**src/rtl/fpu_issue_ctrl.sv**
```systemverilog
// Credit-based issue controller between the operand transactor and the fpu core; results return in order.
// Optional counters (stat_issued/stat_exc/stat_stall, stat_clear) are built when FPU_ISSUE_STATS_EN is defined.
module fpu_issue_ctrl #(
  parameter int DATA_WIDTH  = 32,
  parameter int FPU_LATENCY = 4,
  parameter int REQ_DEPTH   = 4,
  parameter int RSP_DEPTH   = 4
) (
  input  logic                  clk,
  input  logic                  reset,
  input  logic                  req_valid,
  output logic                  req_ready,
  input  logic [71:0]           req_data,
  output logic [DATA_WIDTH-1:0] fpu_opa,
  output logic [DATA_WIDTH-1:0] fpu_opb,
  output logic [2:0]            fpu_op,
  output logic [1:0]            fpu_rmode,
  output logic                  fpu_start,
  input  logic [DATA_WIDTH-1:0] fpu_out,
  input  logic [7:0]            fpu_flags,
  output logic                  rsp_valid,
  input  logic                  rsp_ready,
  output logic [DATA_WIDTH+7:0] rsp_data,
  output logic                  busy
`ifdef FPU_ISSUE_STATS_EN
  ,
  input  logic                  stat_clear,
  output logic [31:0]           stat_issued,
  output logic [31:0]           stat_exc,
  output logic [31:0]           stat_stall
`endif
);

  localparam int RQA = $clog2(REQ_DEPTH);
  localparam int RSA = $clog2(RSP_DEPTH);
  localparam logic [RSA+1:0] CREDITS = (RSA+2)'(RSP_DEPTH);

  logic [68:0]           req_mem_q [REQ_DEPTH];
  logic [RQA:0]          req_wr_q, req_rd_q;
  logic [68:0]           req_head;
  logic                  req_empty, req_full, req_push, issue, credit_ok;
  logic [DATA_WIDTH+7:0] rsp_mem_q [RSP_DEPTH];
  logic [RSA:0]          rsp_wr_q, rsp_rd_q, rsp_count, inflight_q, inflight_d;
  logic                  rsp_empty, rsp_full, rsp_pop, capture;
  logic [FPU_LATENCY-1:0] vld_q, vld_d;
  logic [DATA_WIDTH-1:0] fpu_opa_q, fpu_opb_q;
  logic [2:0]            fpu_op_q;
  logic [1:0]            fpu_rmode_q;
  logic                  fpu_start_q;
  logic                  unused_rsv;

  assign unused_rsv = ^req_data[71:69];

  assign req_empty = (req_wr_q == req_rd_q);
  assign req_full  = (req_wr_q[RQA] != req_rd_q[RQA]) && (req_wr_q[RQA-1:0] == req_rd_q[RQA-1:0]);
  assign req_ready = !req_full;
  assign req_push  = req_valid && !req_full;
  assign req_head  = req_mem_q[req_rd_q[RQA-1:0]];

  // Every op in flight owns a response slot, so a capture can never find the FIFO full.
  assign rsp_count = rsp_wr_q - rsp_rd_q;
  assign credit_ok = ({1'b0, rsp_count} + {1'b0, inflight_q}) < CREDITS;
  assign issue     = !req_empty && credit_ok;

  assign rsp_empty = (rsp_wr_q == rsp_rd_q);
  assign rsp_full  = (rsp_wr_q[RSA] != rsp_rd_q[RSA]) && (rsp_wr_q[RSA-1:0] == rsp_rd_q[RSA-1:0]);
  assign rsp_valid = !rsp_empty;
  assign rsp_data  = rsp_mem_q[rsp_rd_q[RSA-1:0]];
  assign rsp_pop   = rsp_valid && rsp_ready;
  assign capture   = vld_q[FPU_LATENCY-1];

  assign fpu_opa   = fpu_opa_q;
  assign fpu_opb   = fpu_opb_q;
  assign fpu_op    = fpu_op_q;
  assign fpu_rmode = fpu_rmode_q;
  assign fpu_start = fpu_start_q;
  assign busy      = !req_empty || (inflight_q != '0) || !rsp_empty;

  always_comb begin
    vld_d    = '0;
    vld_d[0] = fpu_start_q;
    for (int i = 1; i < FPU_LATENCY; i++) vld_d[i] = vld_q[i-1];
  end

  always_comb begin
    inflight_d = inflight_q;
    if (issue && !capture)      inflight_d = inflight_q + 1'b1;
    else if (!issue && capture) inflight_d = inflight_q - 1'b1;
  end

  always_ff @(posedge clk) begin
    if (req_push) req_mem_q[req_wr_q[RQA-1:0]] <= req_data[68:0];
  end

  always_ff @(posedge clk) begin
    if (reset) begin
      req_wr_q    <= '0;
      req_rd_q    <= '0;
      rsp_wr_q    <= '0;
      rsp_rd_q    <= '0;
      inflight_q  <= '0;
      vld_q       <= '0;
      fpu_opa_q   <= '0;
      fpu_opb_q   <= '0;
      fpu_op_q    <= '0;
      fpu_rmode_q <= '0;
      fpu_start_q <= 1'b0;
      for (int i = 0; i < RSP_DEPTH; i++) rsp_mem_q[i] <= '0;
    end else begin
      if (req_push) req_wr_q <= req_wr_q + 1'b1;
      if (issue) begin
        req_rd_q    <= req_rd_q + 1'b1;
        fpu_opa_q   <= DATA_WIDTH'(req_head[63:32]);
        fpu_opb_q   <= DATA_WIDTH'(req_head[31:0]);
        fpu_op_q    <= req_head[66:64];
        fpu_rmode_q <= req_head[68:67];
      end
      fpu_start_q <= issue;
      vld_q       <= vld_d;
      inflight_q  <= inflight_d;
      if (capture) begin
        rsp_mem_q[rsp_wr_q[RSA-1:0]] <= {fpu_flags, fpu_out};
        rsp_wr_q <= rsp_wr_q + 1'b1;
      end
      if (rsp_pop) rsp_rd_q <= rsp_rd_q + 1'b1;
    end
  end

`ifndef SYNTHESIS
  always_ff @(posedge clk) begin
    if (!reset) assert (!(capture && rsp_full && !rsp_pop));
  end
`endif

`ifdef FPU_ISSUE_STATS_EN
  logic [31:0] st_iss_q, st_exc_q, st_stall_q;
  logic        exc_hit, stall_hit;

  assign exc_hit   = capture && ((|fpu_flags[7:3]) || fpu_flags[0]);
  assign stall_hit = !req_empty && !credit_ok;

  always_ff @(posedge clk) begin
    if (reset || stat_clear) begin
      st_iss_q   <= '0;
      st_exc_q   <= '0;
      st_stall_q <= '0;
    end else begin
      if (issue && (st_iss_q != '1))       st_iss_q   <= st_iss_q + 1'b1;
      if (exc_hit && (st_exc_q != '1))     st_exc_q   <= st_exc_q + 1'b1;
      if (stall_hit && (st_stall_q != '1)) st_stall_q <= st_stall_q + 1'b1;
    end
  end

  assign stat_issued = st_iss_q;
  assign stat_exc    = st_exc_q;
  assign stat_stall  = st_stall_q;
`endif

endmodule

```
**config.mk**
```make
export PLATFORM = sky130hd
export DESIGN_NAME = fpu_issue_ctrl
export DESIGN_NICKNAME = d
export VERILOG_FILES = /design/src/rtl/fpu_issue_ctrl.sv
export SDC_FILE = /design/constraint.sdc
export NUM_CORES = 1
export LEC_CHECK = 0
export CAP_MARGIN = 10
export CORE_MARGIN = 1
export CORE_UTILIZATION = 45
export DETAILED_ROUTE_END_ITERATION = 6
export DONT_BUFFER_PORTS = 1
export GPL_TIMING_DRIVEN = 0
export PLACE_DENSITY_LB_ADDON = 0.3
export SLEW_MARGIN = 20
export SYNTH_ARGS = -nofsm -noshare
export SYNTH_HDL_FRONTEND = slang
export SYNTH_SLANG_ARGS = --single-unit
export TNS_END_PERCENT = 10
```
**constraint.sdc**
```tcl
create_clock -name clk -period 4.59 [get_ports clk]
set_input_delay 0.6885 -clock clk [delete_from_list [all_inputs] [get_ports clk]]
set_output_delay 0.6885 -clock clk [all_outputs]
set_load 0.05 [all_outputs]
```
# [Word-level counts from Yosys, hierarchy flattened]
# Memory sizes are Yosys's and may differ from the RTL's. A register that Yosys moved wholly into a read port is not among the register bits.
# Cells that the tools add are included.
# W data, S select, Z words.
[op_classes] bitwise_logic=0 addsub=8 n_eq_ne=4 shifts=0 div_mod_pow=0 mul=0 order_cmp=1 muxes=14 n_reduce_logical=16
[op_table] operator="$mux W40" n=1
[op_table] operator="$reduce_or A40 Y1" n=1
[op_table] operator="$add A3 B1 Y3 const B" n=5
[op_table] operator="$mux W1" n=8
[op_table] operator="$eq A3 B3 Y1" n=2
[op_table] operator="$logic_and A1 B1 Y1" n=6
[op_table] operator="$mux W2" n=3
[op_table] operator="$mux W3" n=2
[op_table] operator="$logic_not A1 Y1" n=5
[op_table] operator="$add A3 B3 Y4" n=1
[op_table] operator="$lt A4 B3 Y1 const B" n=1
[op_table] operator="$reduce_bool A3 Y1" n=1
[op_table] operator="$sub A3 B1 Y3 const B" n=1
[op_table] operator="$sub A3 B3 Y3" n=1
[op_table] operator="$eq A2 B2 Y1" n=1
[op_table] operator="$logic_or A1 B1 Y1" n=2
[op_table] operator="$reduce_bool A2 Y1" n=1
[op_table] operator="$ne A1 B1 Y1" n=1
[word_totals] input_bits=116 memories=2 regBits=20 word_cells=52 latch_bits=0 out_inout_bits=113 romBits=0 ramBits=436
[memory_table] name="req_mem_q" depth=4 width=69 read_ports=1 rd_clocked_by_memory_dff=1 wr=1 line="38" rtl="logic [68:0] req_mem_q [REQ_DEPTH];"
[memory_table] name="rsp_mem_q" depth=4 width=40 read_ports=1 rd_clocked_by_memory_dff=1 wr=4 line="42" rtl="logic [DATA_WIDTH+7:0] rsp_mem_q [RSP_DEPTH];"

# [Longest topological paths before layout]
[depth] word_depth=8 mapped_depth=15 depth_no_buf=14

# [Worst setup path after synthesis]
# No wires, ideal clock.
[synth_timing] path_kind="register -> register" startpoint="register rsp_wr_q[0]" endpoint="register inflight_q[2]" stages_incl_launch_ff=16 arrival_ns=3.421 path_slack_ns=1.099 required_time_ns=4.520 setup_time_ns=0.070 synth_period_minus_slack_ns=3.491 path_buffers=1 cell_sequence="dfxtp_1 > inv_1 > ha_1 > inv_1 > fa_1 > ha_1 > and3b_4 > or4_4 > clkbuf_1 > nor2_1 > ha_1 > inv_1 > fa_1 > xor2_1 > or3_1 > a21oi_1"
[synth_via] elab_chain_len=7 elab_cells_between_ends=9 classes_between="add/sub (2); order compare (1); mux (1); reduce/logical (5)"
[synth_rtl] element="start, declared" line="43" rtl="logic [RSA:0] rsp_wr_q, rsp_rd_q, rsp_count, inflight_q, inflight_d;"
[synth_rtl] element="start signal, assigned" line="123" rtl="rsp_wr_q <= rsp_wr_q + 1'b1;"
[synth_rtl] element="$sub A3 B3 Y3 *" line="61" rtl="assign rsp_count = rsp_wr_q - rsp_rd_q;"
[synth_rtl] element="$add A3 B3 Y4 *" line="62" rtl="assign credit_ok = ({1'b0, rsp_count} + {1'b0, inflight_q}) < CREDITS;"
[synth_rtl] element="$lt A4 B3 Y1 *" line="62"
[synth_rtl] element="$logic_and A1 B1 Y1 *" line="63" rtl="assign issue = !req_empty && credit_ok;"
[synth_rtl] element="named net issue" line="41" rtl="logic req_empty, req_full, req_push, issue, credit_ok;"
[synth_rtl] element="$logic_not A1 Y1" line="88" rtl="else if (!issue && capture) inflight_d = inflight_q - 1'b1;"
[synth_rtl] element="$logic_and A1 B1 Y1" line="88"
[synth_rtl] element="$reduce_bool A2 Y1 (no source line)"
[synth_rtl] element="end signal, assigned" line="120" rtl="inflight_q <= inflight_d;"
[synth_rtl] element="end, declared" line="43"
# The timed path passes the listed nets; every way through them passes the cells marked *.
# A chain may end at the register's enable or synchronous reset.

# [Worst setup path in the final report]
# Ends and elaborated chain as after synthesis.

==> impl_metrics.py <==
metrics = {
    "run_status": {
        "status": "finished, final reports clean",
    },
    "grt": {
        "grtUsageTotal": 0.193,
        "grt_overflow": 0,
        "antenna_found_initial": 1,
        "grt_max_degree": 44,
        "grt_pass1_wl_mm": 66.9,
        "grt_pass1_vias": 10900,
    },
    "sta": {
        "rsz0062_at_grt": "no",
        "finalCritPeriodShare": 0.829,
        "maxSlewViolCount": 0,
        "setup_viol": 0,
        "holdWs_ns": 0.151,
        "period_minus_slack_ns": 3.81,
        "tightest_slew_ns": 0.843,
        "fmax_mhz": 263,
        "relSlewSlack": 0.434,
        "finalHoldViolCount": 0,
        "setup_ws_ns": 0.783,
        "skew_ns": 0.0500,
    },
    "cts": {
        "clkTransAtPathRegs_ns": 0.06,
        "htreeDepth": 2,
        "cts_hold_buf": 0,
        "clk_latency_ns": 0.63,
        "cts_resized": 0,
        "cts-root-buf": "clkbuf_16",
        "clockBufferDepth": 3,
        "cts_made_buffers": 54,
        "cts_tree": "built",
        "postCtsSetupBuffers": 0,
        "clock_sinks": 527,
    },
    "critical_path": {
        "critPathMaxStageDelay_ns": 0.42,
        "crit_start": "rsp_wr_q[0]$_SDFFE_PP0P_",
        "cp_max_fo": 10,
        "r2r_cells": 15,
        "reg2reg_setup_slack_ns": 0.78,
        "path_delay_family": "adder cells",
        "path_depth": 15,
        "cp-start-kind": "flop",
        "slowest_stage": "dfxtp_1",
        "worstReg2RegStart": "rsp_wr_q[0]$_SDFFE_PP0P_",
        "cp-endpoint": "inflight_q[2]$_SDFFE_PP0P_",
        "cp.required_ns": 5.12,
        "worstPathCellList": "inv_1 > ha_1 > inv_1 > fa_1 > ha_1 > and3b_4 > or4_4 > clkbuf_1 > nor2_1 > ha_1 > inv_1 > fa_1 > xor2_1 > or3_1 > a21oi_1",
        "path_class": "flop to flop",
        "critPathBufInv": 4,
        "cp-end-kind": "flop",
        "reg2reg_to": "inflight_q[2]$_SDFFE_PP0P_",
        "arrival_ns": 4.34,
    },
    "place": {
        "io_buffers": 0,
        "routabilityCongestion": 0.769,
        "hpwl_mm": 28.1,
        "dpl_cell_area_mm2": 0.0214,
        "place_inst": 1783,
        "pre_cts_ws_ns": 0.779,
    },
    "die": {
        "chipWidth_um": 215,
        "start_util": 0.459,
        "die_h_um": 215,
        "std_cell_rows": 77,
        "coreArea_mm2": 0.0446,
        "num_io_pins": 229,
        "die_area_mm2": 0.0464,
    },
    "cells_and_area": {
        "area_growth_pct": 12.7,
        "stdcell_count": 1886,
        "fill_cells": 3614,
        "fin_util": 0.518,
        "final_common_cell": "edfxtp_1",
        "drive_gt1_frac": 0.172,
        "post-route-cell-area_mm2": 0.0231,
        "fin_nets": 1377,
        "register_area_mm2": 0.0149,
        "final_cell_mix": "edfxtp_1, and2_1, mux4_2",
        "multi_input_area_mm2": 0.00524,
    },
    "routing": {
        "dr.first_iter.drc_count": 773,
        "via_count": 10500,
        "wirelength_mm": 44.3,
        "ant_nets": 0,
        "first_pass_iters": 5,
        "drc": 0,
        "wl_per_cell_um": 23.5,
        "via_per_inst": 5.55,
    },
    "power": {
        "power-per-cell-area_mw_per_mm2": 579,
        "vdd_drop_max_uv": 359,
        "leakage_nw": 7.65,
    },
    "logic_synthesis": {
        "post_synth.cell_area_avg_um2": 17.3,
        "ys_ff_latch": 527,
        "synth_warnings": 0,
        "synth_fp_nets": 1316,
        "seq_area_frac_synth": 0.728,
        "ys.flop_type": "edfxtp_1",
        "synth-edff-count": 436,
        "syn-cell-area_mm2": 0.0205,
        "ys_async_sr_fraction": 0,
        "netlist_instances": 1186,
        "netlist-cell-type-count": 38,
    },
    "job": {
        "drv_cap": 0,
    },
    "min_path": {
        "hp-class": "input pin to flop",
    },
}
## layout make-up
| type | instances | area share |
|---|---|---|
| sequential | 527 | 0.646 |
| clock inverter | 36 | 0.0135 |
| multi-input combinational | 570 | 0.227 |
| buffer | 82 | 0.0147 |
| timing repair buffer | 5 | 0.00563 |
| inverter | 7 | 0.00114 |
| clock buffer | 66 | 0.0604 |
| tap | 592 | 0.0321 |
| antenna | 1 | 0.000108 |
## kinds of logic after synthesis
logic type / after synthesis / synth area share
compound gates: 151 / 0.0376
xor+xnor: 15 / 0.00641
fa+ha+maj: 14 / 0.00928
buf+inv: 89 / 0.0178
flops: 527 / 0.728
mux: 113 / 0.122
simple gates: 277 / 0.0794
## cell usage after synthesis, types with 5 or more instances
cell type | count | area [um^2]
xor2_1 | 9 | 78.8
o21ai_0 | 60 | 300
o21ai_1 | 13 | 65.1
nand3_1 | 73 | 365
inv_1 | 7 | 26.3
dfxtp_1 | 91 | 1820
clkbuf_1 | 59 | 221
a21oi_1 | 74 | 370
nor2_1 | 13 | 48.8
and2_1 | 164 | 1030
ha_1 | 12 | 150
mux4_2 | 109 | 2450
buf_2 | 15 | 75.1
nor2b_1 | 5 | 31.3
edfxtp_1 | 436 | 13100
xnor2_1 | 6 | 52.6
## layer usage
layer	track usage	up-vias	routed length [um]
met5	0	-	0
met4	0.0603	0	1030
met1	0.234	5349	17200
met2	0.325	347	22000
li1	-	4699	-
met3	0.0640	67	4050
## report_power, final
part	switching (W)	internal (W)	total, W	leakage, nW
Sequential	0.00128	0.00568	0.00696	4.93
Clock	0.00182	0.00235	0.00417	0.821
Combinational	0.00138	0.000858	0.00224	1.90
Total	0.00448	0.00889	0.0134	7.65
## worst min-delay path by stage
stage / depth (start not counted) / end / from
floorplan: 1 / vld_q[1]$_SDFF_PP0_ / vld_q[0]$_SDFF_PP0_
global placement: 1 / vld_q[1]$_SDFF_PP0_ / vld_q[0]$_SDFF_PP0_
detailed placement: 1 / vld_q[3]$_SDFF_PP0_ / vld_q[2]$_SDFF_PP0_
CTS: 0 / req_mem_q[3][48]$_DFFE_PP_ / req_data[48]
global route: 0 / req_mem_q[3][7]$_DFFE_PP_ / req_data[7]
finish: 0 / req_mem_q[2][48]$_DFFE_PP_ / req_data[48]
## registers in the layout, summed over array words and instances (netlist names), 2 cells and up, named ones only
signal and count:
req_mem_q 276, rsp_mem_q 160, fpu_opa 32, fpu_opb 32
vld_q 4, fpu_op 3, inflight_q 3, req_rd_q 3
req_wr_q 3, rsp_rd_q 3, rsp_wr_q 3, fpu_rmode 2
## per-stage QoR
stage / total power (W) / setup TNS (ns)
global placement: 0.00929 / -33.11
floorplan: 0.00860 / 0
CTS: 0.0135 / 0
finish: 0.0134 / 0
global route: 0.0139 / 0
detailed placement: 0.00934 / 0
Power figures use the tool's default switching activity.
